[config.mk]
export PLATFORM = sky130hd
export DESIGN_NAME = alu_share_arbiter
export DESIGN_NICKNAME = d
export VERILOG_FILES = /design/src/rtl/alu_pkg.sv /design/src/rtl/rr_arb2.sv /design/src/rtl/alu_share_arbiter.sv
export SDC_FILE = /design/constraint.sdc
export NUM_CORES = 1
export LEC_CHECK = 0
export ABC_AREA = 0
export BUFFER_PORTS_ARGS = -buffer_cell sky130_fd_sc_hd__buf_2
export CAP_MARGIN = 20
export CORE_MARGIN = 5
export CORE_UTILIZATION = 44
export DETAILED_ROUTE_END_ITERATION = 8
export PLACE_DENSITY = 0.81
export SYNTH_ARGS = -nofsm -noshare
export SYNTH_HDL_FRONTEND = slang
export SYNTH_SLANG_ARGS = --single-unit
export TNS_END_PERCENT = 10
[constraint.sdc]
create_clock -name clk -period 4.9 [get_ports clk]
set_input_delay 0.98 -clock clk [delete_from_list [all_inputs] [get_ports clk]]
set_output_delay 0.98 -clock clk [all_outputs]
set_load 0.005 [all_outputs]
[src/rtl/alu_pkg.sv]
// Shared definitions for the ALU sharing arbiter:
// ALU opcodes, FSM state encodings and opcode legality check.
package alu_pkg;

  localparam logic [3:0] ALU_AND = 4'b0000;
  localparam logic [3:0] ALU_OR  = 4'b0001;
  localparam logic [3:0] ALU_ADD = 4'b0010;
  localparam logic [3:0] ALU_SUB = 4'b0110;
  localparam logic [3:0] ALU_SLT = 4'b0111;

  typedef enum logic [1:0] {
    S_IDLE = 2'd0,
    S_EXEC = 2'd1,
    S_RESP = 2'd2
  } state_e;

  // True for the opcodes the shared ALU implements
  function automatic logic alu_op_legal(input logic [3:0] op);
    logic ok;
    ok = 1'b0;
    case (op)
      ALU_AND, ALU_OR, ALU_ADD,
      ALU_SUB, ALU_SLT: ok = 1'b1;
      default:          ok = 1'b0;
    endcase
    return ok;
  endfunction

endpackage

[src/rtl/rr_arb2.sv]
// Two-way round-robin grant: the preferred requester wins
// when valid, otherwise the other one.
module rr_arb2 (
  input  logic [1:0] req_valid,
  input  logic       rr_ptr,
  output logic       gnt_vld,
  output logic       gnt_idx
);

  // Pick the preferred requester if it is asking, else the other
  always_comb begin
    gnt_vld = |req_valid;
    gnt_idx = req_valid[rr_ptr] ? rr_ptr : ~rr_ptr;
  end

endmodule

[src/rtl/alu_share_arbiter.sv]
// Shares one combinational ALU between two requesters with
// round-robin grant and one transaction in flight.
module alu_share_arbiter
  import alu_pkg::*;
#(
  parameter int DATA_W = 32,
  parameter int OP_W   = 4
) (
  input  logic              clk,
  input  logic              rst,
  input  logic [1:0]        req_valid,
  output logic [1:0]        req_ready,
  input  logic [OP_W-1:0]   req_op0,
  input  logic [DATA_W-1:0] req_a0,
  input  logic [DATA_W-1:0] req_b0,
  input  logic [OP_W-1:0]   req_op1,
  input  logic [DATA_W-1:0] req_a1,
  input  logic [DATA_W-1:0] req_b1,
  output logic [1:0]        rsp_valid,
  input  logic [1:0]        rsp_ready,
  output logic [DATA_W-1:0] rsp_data,
  output logic              rsp_zero,
  output logic              rsp_err,
  output logic [DATA_W-1:0] alu_in1,
  output logic [DATA_W-1:0] alu_in2,
  output logic [OP_W-1:0]   alu_op,
  input  logic [DATA_W-1:0] alu_out,
  input  logic              alu_zero
);

  state_e            state_q, state_d;
  logic              rr_ptr_q, rr_ptr_d;
  logic              owner_q, owner_d;
  logic [DATA_W-1:0] alu_in1_q, alu_in1_d;
  logic [DATA_W-1:0] alu_in2_q, alu_in2_d;
  logic [OP_W-1:0]   alu_op_q, alu_op_d;
  logic [DATA_W-1:0] rsp_data_q, rsp_data_d;
  logic              rsp_zero_q, rsp_zero_d;
  logic              rsp_err_q, rsp_err_d;
  logic [1:0]        rsp_valid_q, rsp_valid_d;

  logic gnt_vld;
  logic gnt_idx;

  rr_arb2 u_arb (
    .req_valid (req_valid),
    .rr_ptr    (rr_ptr_q),
    .gnt_vld   (gnt_vld),
    .gnt_idx   (gnt_idx)
  );

  // Offer the grant only while idle and out of reset
  always_comb begin
    req_ready = 2'b00;
    if (!rst && state_q == S_IDLE && gnt_vld)
      req_ready[gnt_idx] = 1'b1;
  end

  // Next-state and register-update logic for the transaction
  always_comb begin
    state_d     = state_q;
    rr_ptr_d    = rr_ptr_q;
    owner_d     = owner_q;
    alu_in1_d   = alu_in1_q;
    alu_in2_d   = alu_in2_q;
    alu_op_d    = alu_op_q;
    rsp_data_d  = rsp_data_q;
    rsp_zero_d  = rsp_zero_q;
    rsp_err_d   = rsp_err_q;
    rsp_valid_d = rsp_valid_q;
    case (state_q)
      S_IDLE: begin
        if (gnt_vld) begin
          alu_op_d  = gnt_idx ? req_op1 : req_op0;
          alu_in1_d = gnt_idx ? req_a1  : req_a0;
          alu_in2_d = gnt_idx ? req_b1  : req_b0;
          owner_d   = gnt_idx;
          rr_ptr_d  = ~gnt_idx;
          state_d   = S_EXEC;
        end
      end
      S_EXEC: begin
        if (alu_op_legal(alu_op_q)) begin
          rsp_data_d = alu_out;
          rsp_zero_d = alu_zero;
          rsp_err_d  = 1'b0;
        end else begin
          rsp_data_d = '0;
          rsp_zero_d = 1'b0;
          rsp_err_d  = 1'b1;
        end
        rsp_valid_d = owner_q ? 2'b10 : 2'b01;
        state_d     = S_RESP;
      end
      S_RESP: begin
        if (rsp_ready[owner_q]) begin
          rsp_valid_d = 2'b00;
          state_d     = S_IDLE;
        end
      end
      default: begin
        rsp_valid_d = 2'b00;
        state_d     = S_IDLE;
      end
    endcase
  end

  // State and datapath registers; reset drops any transaction
  always_ff @(posedge clk or posedge rst) begin
    if (rst) begin
      state_q     <= S_IDLE;
      rr_ptr_q    <= 1'b0;
      owner_q     <= 1'b0;
      alu_in1_q   <= '0;
      alu_in2_q   <= '0;
      alu_op_q    <= '0;
      rsp_data_q  <= '0;
      rsp_zero_q  <= 1'b0;
      rsp_err_q   <= 1'b0;
      rsp_valid_q <= 2'b00;
    end else begin
      state_q     <= state_d;
      rr_ptr_q    <= rr_ptr_d;
      owner_q     <= owner_d;
      alu_in1_q   <= alu_in1_d;
      alu_in2_q   <= alu_in2_d;
      alu_op_q    <= alu_op_d;
      rsp_data_q  <= rsp_data_d;
      rsp_zero_q  <= rsp_zero_d;
      rsp_err_q   <= rsp_err_d;
      rsp_valid_q <= rsp_valid_d;
    end
  end

  assign alu_in1   = alu_in1_q;
  assign alu_in2   = alu_in2_q;
  assign alu_op    = alu_op_q;
  assign rsp_data  = rsp_data_q;
  assign rsp_zero  = rsp_zero_q;
  assign rsp_err   = rsp_err_q;
  assign rsp_valid = rsp_valid_q;

endmodule

=== After elaboration in Yosys (flattened, before gate mapping) ===
Cells that the tools add are included.

* Magnitude comparators: 4
* Eq/ne operators: 8
* Muxes and demuxes: 21
* Bitwise gates (word level): 3
* Reduce and logical (&&, ||, !) cells: 11

{| class="wikitable"
|+ Operator list
! kind !! number
|-
| 2-to-1 mux 32 bit || 3
|-
| one-hot mux 2 bit (3 select lines) || 2
|-
| 2-to-1 mux 1 bit || 10
|-
| equality test 4 x 3 -> 1 bit, second input constant || 2
|-
| 2-to-1 mux 2 bit || 4
|-
| < comparator 1 x 2 -> 1 bit, second input constant || 3
|-
| AND reduction 2 bit || 3
|-
| OR reduction 5 bit || 1
|-
| equality test 4 x 1 -> 1 bit, second input constant || 1
|-
| equality test 4 x 2 -> 1 bit, second input constant || 1
|-
| logical NOT 4 bit || 1
|-
| 2-to-1 mux 4 bit || 1
|-
| inequality test 2 bit, second input constant || 2
|-
| logical AND 1 bit || 3
|-
| NOT 1 bit || 3
|-
| equality test 2 x 1 -> 1 bit, second input constant || 1
|-
| equality test 2 bit, second input constant || 1
|-
| logical NOT 2 bit || 1
|-
| OR reduction 2 bit || 1
|-
| demux 1 bit (select 1 bit) || 1
|-
| >= comparator 1 bit, second input constant || 1
|-
| logical NOT 1 bit || 1
|}

* Bits in registers: 108
* Input port bits: 175
* Output and inout port bits: 106
* Logic and storage cells: 57

=== Longest topological paths before layout ===
* Depth after elaboration: 8
* Mapped depth: 7
* Gate-level depth less buffers: 3

=== Cells and area by module ===
A second synthesis with hierarchy kept.

* Cells, all modules: 472
* Area, all modules: 4758.3 um^2

{| class="wikitable"
|+ By module, submodules not included
! module !! times used !! cells each !! area an instance (um^2) !! seq. area each (um^2)
|-
| alu_share_arbiter || 1 || 469 || 4738.3 || 2702.6
|-
| rr_arb2 || 1 || 3 || 20.0 || 0.0
|}

=== Least setup slack after synthesis ===
Ideal clock, no wire load.

* Path type: input to output
* From: input req_valid[0]
* To: output req_ready[1]
* Data arrival time: 1237 ps
* Required time: 3920 ps
* Setup slack: 2683 ps
* Cell stages on the path: 3
* Path buffers: 0
* Path through: nand2b_1 -> nand3_1 -> nor2_1

* Word-level cells in the longest chain between the ends: 8
* Elaborated cells between the ends (all ways): 11
* Classes of those cells: 2 x order compare; 6 x mux; 3 x reduce/logical

{| class="wikitable"
|+ RTL lines
! what !! line !! source
|-
| start, declared || alu_share_arbiter.sv:11 || <nowiki>input logic [1:0] req_valid,</nowiki>
|-
| 2-to-1 mux 1 bit (not written as such) (2 in series) || rr_arb2.sv:13 || <nowiki>gnt_idx = req_valid[rr_ptr] ? rr_ptr : ~rr_ptr;</nowiki>
|-
| 2-to-1 mux 1 bit || rr_arb2.sv:13 ||
|-
| < comparator 1 x 2 -> 1 bit (not written as such) / >= comparator 1 bit (equally long branches) || alu_share_arbiter.sv:56 || <nowiki>req_ready[gnt_idx] = 1'b1;</nowiki>
|-
| logical AND 1 bit (not written as such) || alu_share_arbiter.sv:56 ||
|-
| 2-to-1 mux 1 bit (not written as such) || alu_share_arbiter.sv:56 ||
|-
| demux 1 bit (select 1 bit) || alu_share_arbiter.sv:56 ||
|-
| 2-to-1 mux 2 bit * || alu_share_arbiter.sv:55 || <nowiki>if (!rst && state_q == S_IDLE && gnt_vld)</nowiki>
|-
| end, declared || alu_share_arbiter.sv:12 || <nowiki>output logic [1:0] req_ready,</nowiki>
|}

Mark *: on every way between the ends. The rest lies on a longest branch, timed or not. The select of a mux whose other input is x is not followed.

=== Final worst setup path ===
Same ends and word-level chain as after synthesis.

==> impl_metrics.csv <==
group,metric,value,unit
status,status,"completed",
detailed_routing,firstDrtPassIters,4,
die,start_util,45.5,%
yosys,synth_edf_count,0,
worst_setup_path,crit_path_max_incr_delay,130,ps
global_routing,overflow,0,
detailed_routing,drc_errors,0,
cts,path_clk_slew,90,ps
hold_path,hold_path_class,"flip-flop to flip-flop",
place,hpwl,11400,µm
yosys,ys_ff_latch,108,
yosys,syn_nets,590,
yosys,yosysSeqAreaShare,57.3,%
power_and_ir_drop,p_int,2.42,mW
cts,cts_inserted_buffers,9,
worst_setup_path,slowest_stage,"buf_2",
place,place_ws,2290,ps
hold_path,hold_start,"rsp_data[27]$_DFFE_PP0N_",
timing,timing.fmax,393,MHz
timing,setup_viol,0,
cells_and_area,final_nets,845,
place,gp_congestion,0.844,
timing,slew_viol_final,0,
worst_setup_path,cp_max_fo,4,
timing,relSlewSlack,38.9,%
hold_path,worstHoldPathCells,2,
timing,hold_slack,482,ps
worst_setup_path,timing.reg2reg.setup_slack,2860,ps
global_routing,grt_max_degree,77,
global_routing,grt_pass1_wl,23600,µm
cells_and_area,n_fill_cell,871,
cts,clock-sinks,108,
global_routing,grt.total_usage,22.7,%
cells_and_area,post-route-util,61.6,%
global_routing,grt_pass1_vias,4727,
power_and_ir_drop,powerDensity,605,nW/µm²
cells_and_area,area_delta_synth_final,35.3,%
detailed_routing,vias,4484,
worst_setup_path,cp-start-kind,"primary input",
cts,insertion_delay,360,ps
detailed_routing,drt_iter0_drc,456,
yosys,synth.distinct_cells,22,
cells_and_area,drive_gt1_share,45.9,%
timing,fin_ws,2360,ps
cts,clock_path_buffers,2,
worst_setup_path,crit_chain,"buf_2 > nand2b_1 > nand3_1 > nor2_1 > buf_2",
cells_and_area,fin_cells,811,
timing,clock_skew,20.0,ps
worst_setup_path,crit_top_cell,"buf_2",
die,rows,37,
power_and_ir_drop,p_comb_share,45.3,%
die,die_h,114,µm
yosys,synthTopCellsByArea,"dfrtp_1, a221o_1, o21a_1, nand2_1, o21ai_0",
timing,finalSetupTns,0,ps
detailed_routing,finalWirelength,15200,µm
cts,post_cts_resized,0,
worst_setup_path,end_kind,"output pin",
worst_setup_path,crit_type,"primary input to output pin",
yosys,async_reset_ff_share,100,%
power_and_ir_drop,switching_share,37.3,%
worst_setup_path,r2r_end,"alu_in2[26]$_DFFE_PP0P_",
detailed_routing,wl_per_cell,18.7,µm
hold_path,hold_end,"rsp_data[27]$_DFFE_PP0N_",
yosys,yosysTopAreaCellShare,57.3,%
power_and_ir_drop,clkPwrFrac,15.0,%
worst_setup_path,regToRegStartpoint,"state_q[1]$_DFFE_PP0P_",
cells_and_area,antenna_cells,0,
worst_setup_path,worstPathArrival,1560,ps
timing,fin_crit_sh,51.9,%
timing,hold_viol,0,
power_and_ir_drop,vdd_drop_max,0.288,mV
yosys,synthFlopType,"dfrtp_1",
die,core,10400,µm²
power_and_ir_drop,power_leakage,3.30,nW
timing,rsz0062_at_grt,"no",
yosys,yosysTopAreaCell,"dfrtp_1",
timing,worstMarginPinSlew,917,ps
cts,ctsHoldBuffers,0,
cts,postCtsSetupRepairBufs,0,
yosys,synthTopCellsByCount,"dfrtp_1, o21a_1, a221o_1, nand2_1, o21ai_0",
power_and_ir_drop,p_sw,1.44,mW
cts,h-tree-depth,3,
yosys,synthCells,415,
die,ios,281,
global_routing,antenna_found_initial,0,
job,drv_cap,0,
place,port_buffers,280,
worst_setup_path,r2r_cells,4,
worst_setup_path,critPathRequiredTime,3920,ps
yosys,synth_most_common_cell,"dfrtp_1",
cts,cts_tree,"yes",
cts,root_buffer,"clkbuf_8",
power_and_ir_drop,pwr-share-seq,39.6,%
yosys,syn_area_per_cell,11.4,µm²
die,fp.dieW,114,µm
timing,period_needed,2540,ps
yosys,synth_warnings,0,
detailed_routing,routed_via_density,5.53,
detailed_routing,ant_nets,0,
yosys,synthesis.area,4720,µm²
place,place_inst,794,
die,die-area,12900,µm²
[flip-flops by register name, indices dropped and copies added, names as in the netlist]
name,flops
rr_ptr_q,1
rsp_data,32
alu_op,4
alu_in2,32
rsp_valid,2
owner_q,1
rsp_err,1
state_q,2
rsp_zero,1
alu_in1,32
[cell type report]
cell class,count,area [µm²],share of cell area [%]
repair buffers,287,1490,23.4
multi-input cells,262,1790,28.0
inverters,2,10.0,0.157
flip-flops and latches,108,2700,42.3
clock buffers,11,151,2.37
clock inverters,5,67.6,1.06
well taps,136,170,2.67
[power by group through the flow]
stage	registers (mW)	logic (mW)	clock network [mW]
after CTS	1.53	1.75	0.595
after detailed placement	1.53	1.76	0
final	1.53	1.75	0.580
after global routing	1.58	1.93	0.628
after floorplan	1.54	1.07	0
after global placement	1.53	1.65	0
[critical path: cells and delay by family]
| kind | cells | cell delay (ps) |
|---|---|---|
| buffers and inverters | 2 | 250 |
| AND/OR/NAND/NOR | 3 | 330 |
[cell usage in the layout (no fill, tap or decap), types with 2 or more instances in the layout]
cell,Yosys,final
a221o_1,68,68
o21ai_0,34,34
and3_2,0,2
nand2b_1,2,2
nor2_1,5,4
o2bb2ai_1,2,2
clkinv_4,0,2
nand3_1,2,2
o21a_1,70,70
nand2_1,68,68
dfrtp_1,108,108
buf_4,0,4
buf_2,14,280
clkbuf_8,0,11
[worst max-delay path by stage]
stage | to | startpoint | cells after the start | slack, ps
2_1_floorplan | alu_in1[0]$_DFFE_PP0P_ | rst | 1 | 1070
3_3_place_gp | alu_in2[11]$_DFFE_PP0P_ | req_valid[0] | 4 | 2300
3_5_place_dp | alu_in1[14]$_DFFE_PP0P_ | req_valid[1] | 5 | 2290
4_1_cts | req_ready[1] | req_valid[0] | 5 | 2360
5_1_grt | req_ready[0] | state_q[1]$_DFFE_PP0P_ | 4 | 2240
6_report | req_ready[1] | req_valid[0] | 5 | 2360
[routing by layer]
metal / up-vias / share of wire [%] / GRT usage (%)
met3: 30 / 9.1 / 5.15
met5: - / 0 / 0
met4: 0 / 2.2 / 8.89
met1: 2165 / 38 / 28.0
li1: 2046 / - / -
met2: 243 / 50 / 38.6
[stage by stage]
stage | power (mW) | area, µm²
final | 3.86 | 6380
after global placement | 3.18 | 6100
after floorplan | 2.61 | 4720
after CTS | 3.87 | 6370
after detailed placement | 3.29 | 6150
after global routing | 4.14 | 6380
[kinds of logic after synthesis]
kind of cell,after synthesis,share of synthesized area [%]
compound gates,177,30.1
buf+inv,45,5.07
flops,108,57.3
mux,2,0.451
simple gates,83,7.14
Power figures use the tool's default switching activity.
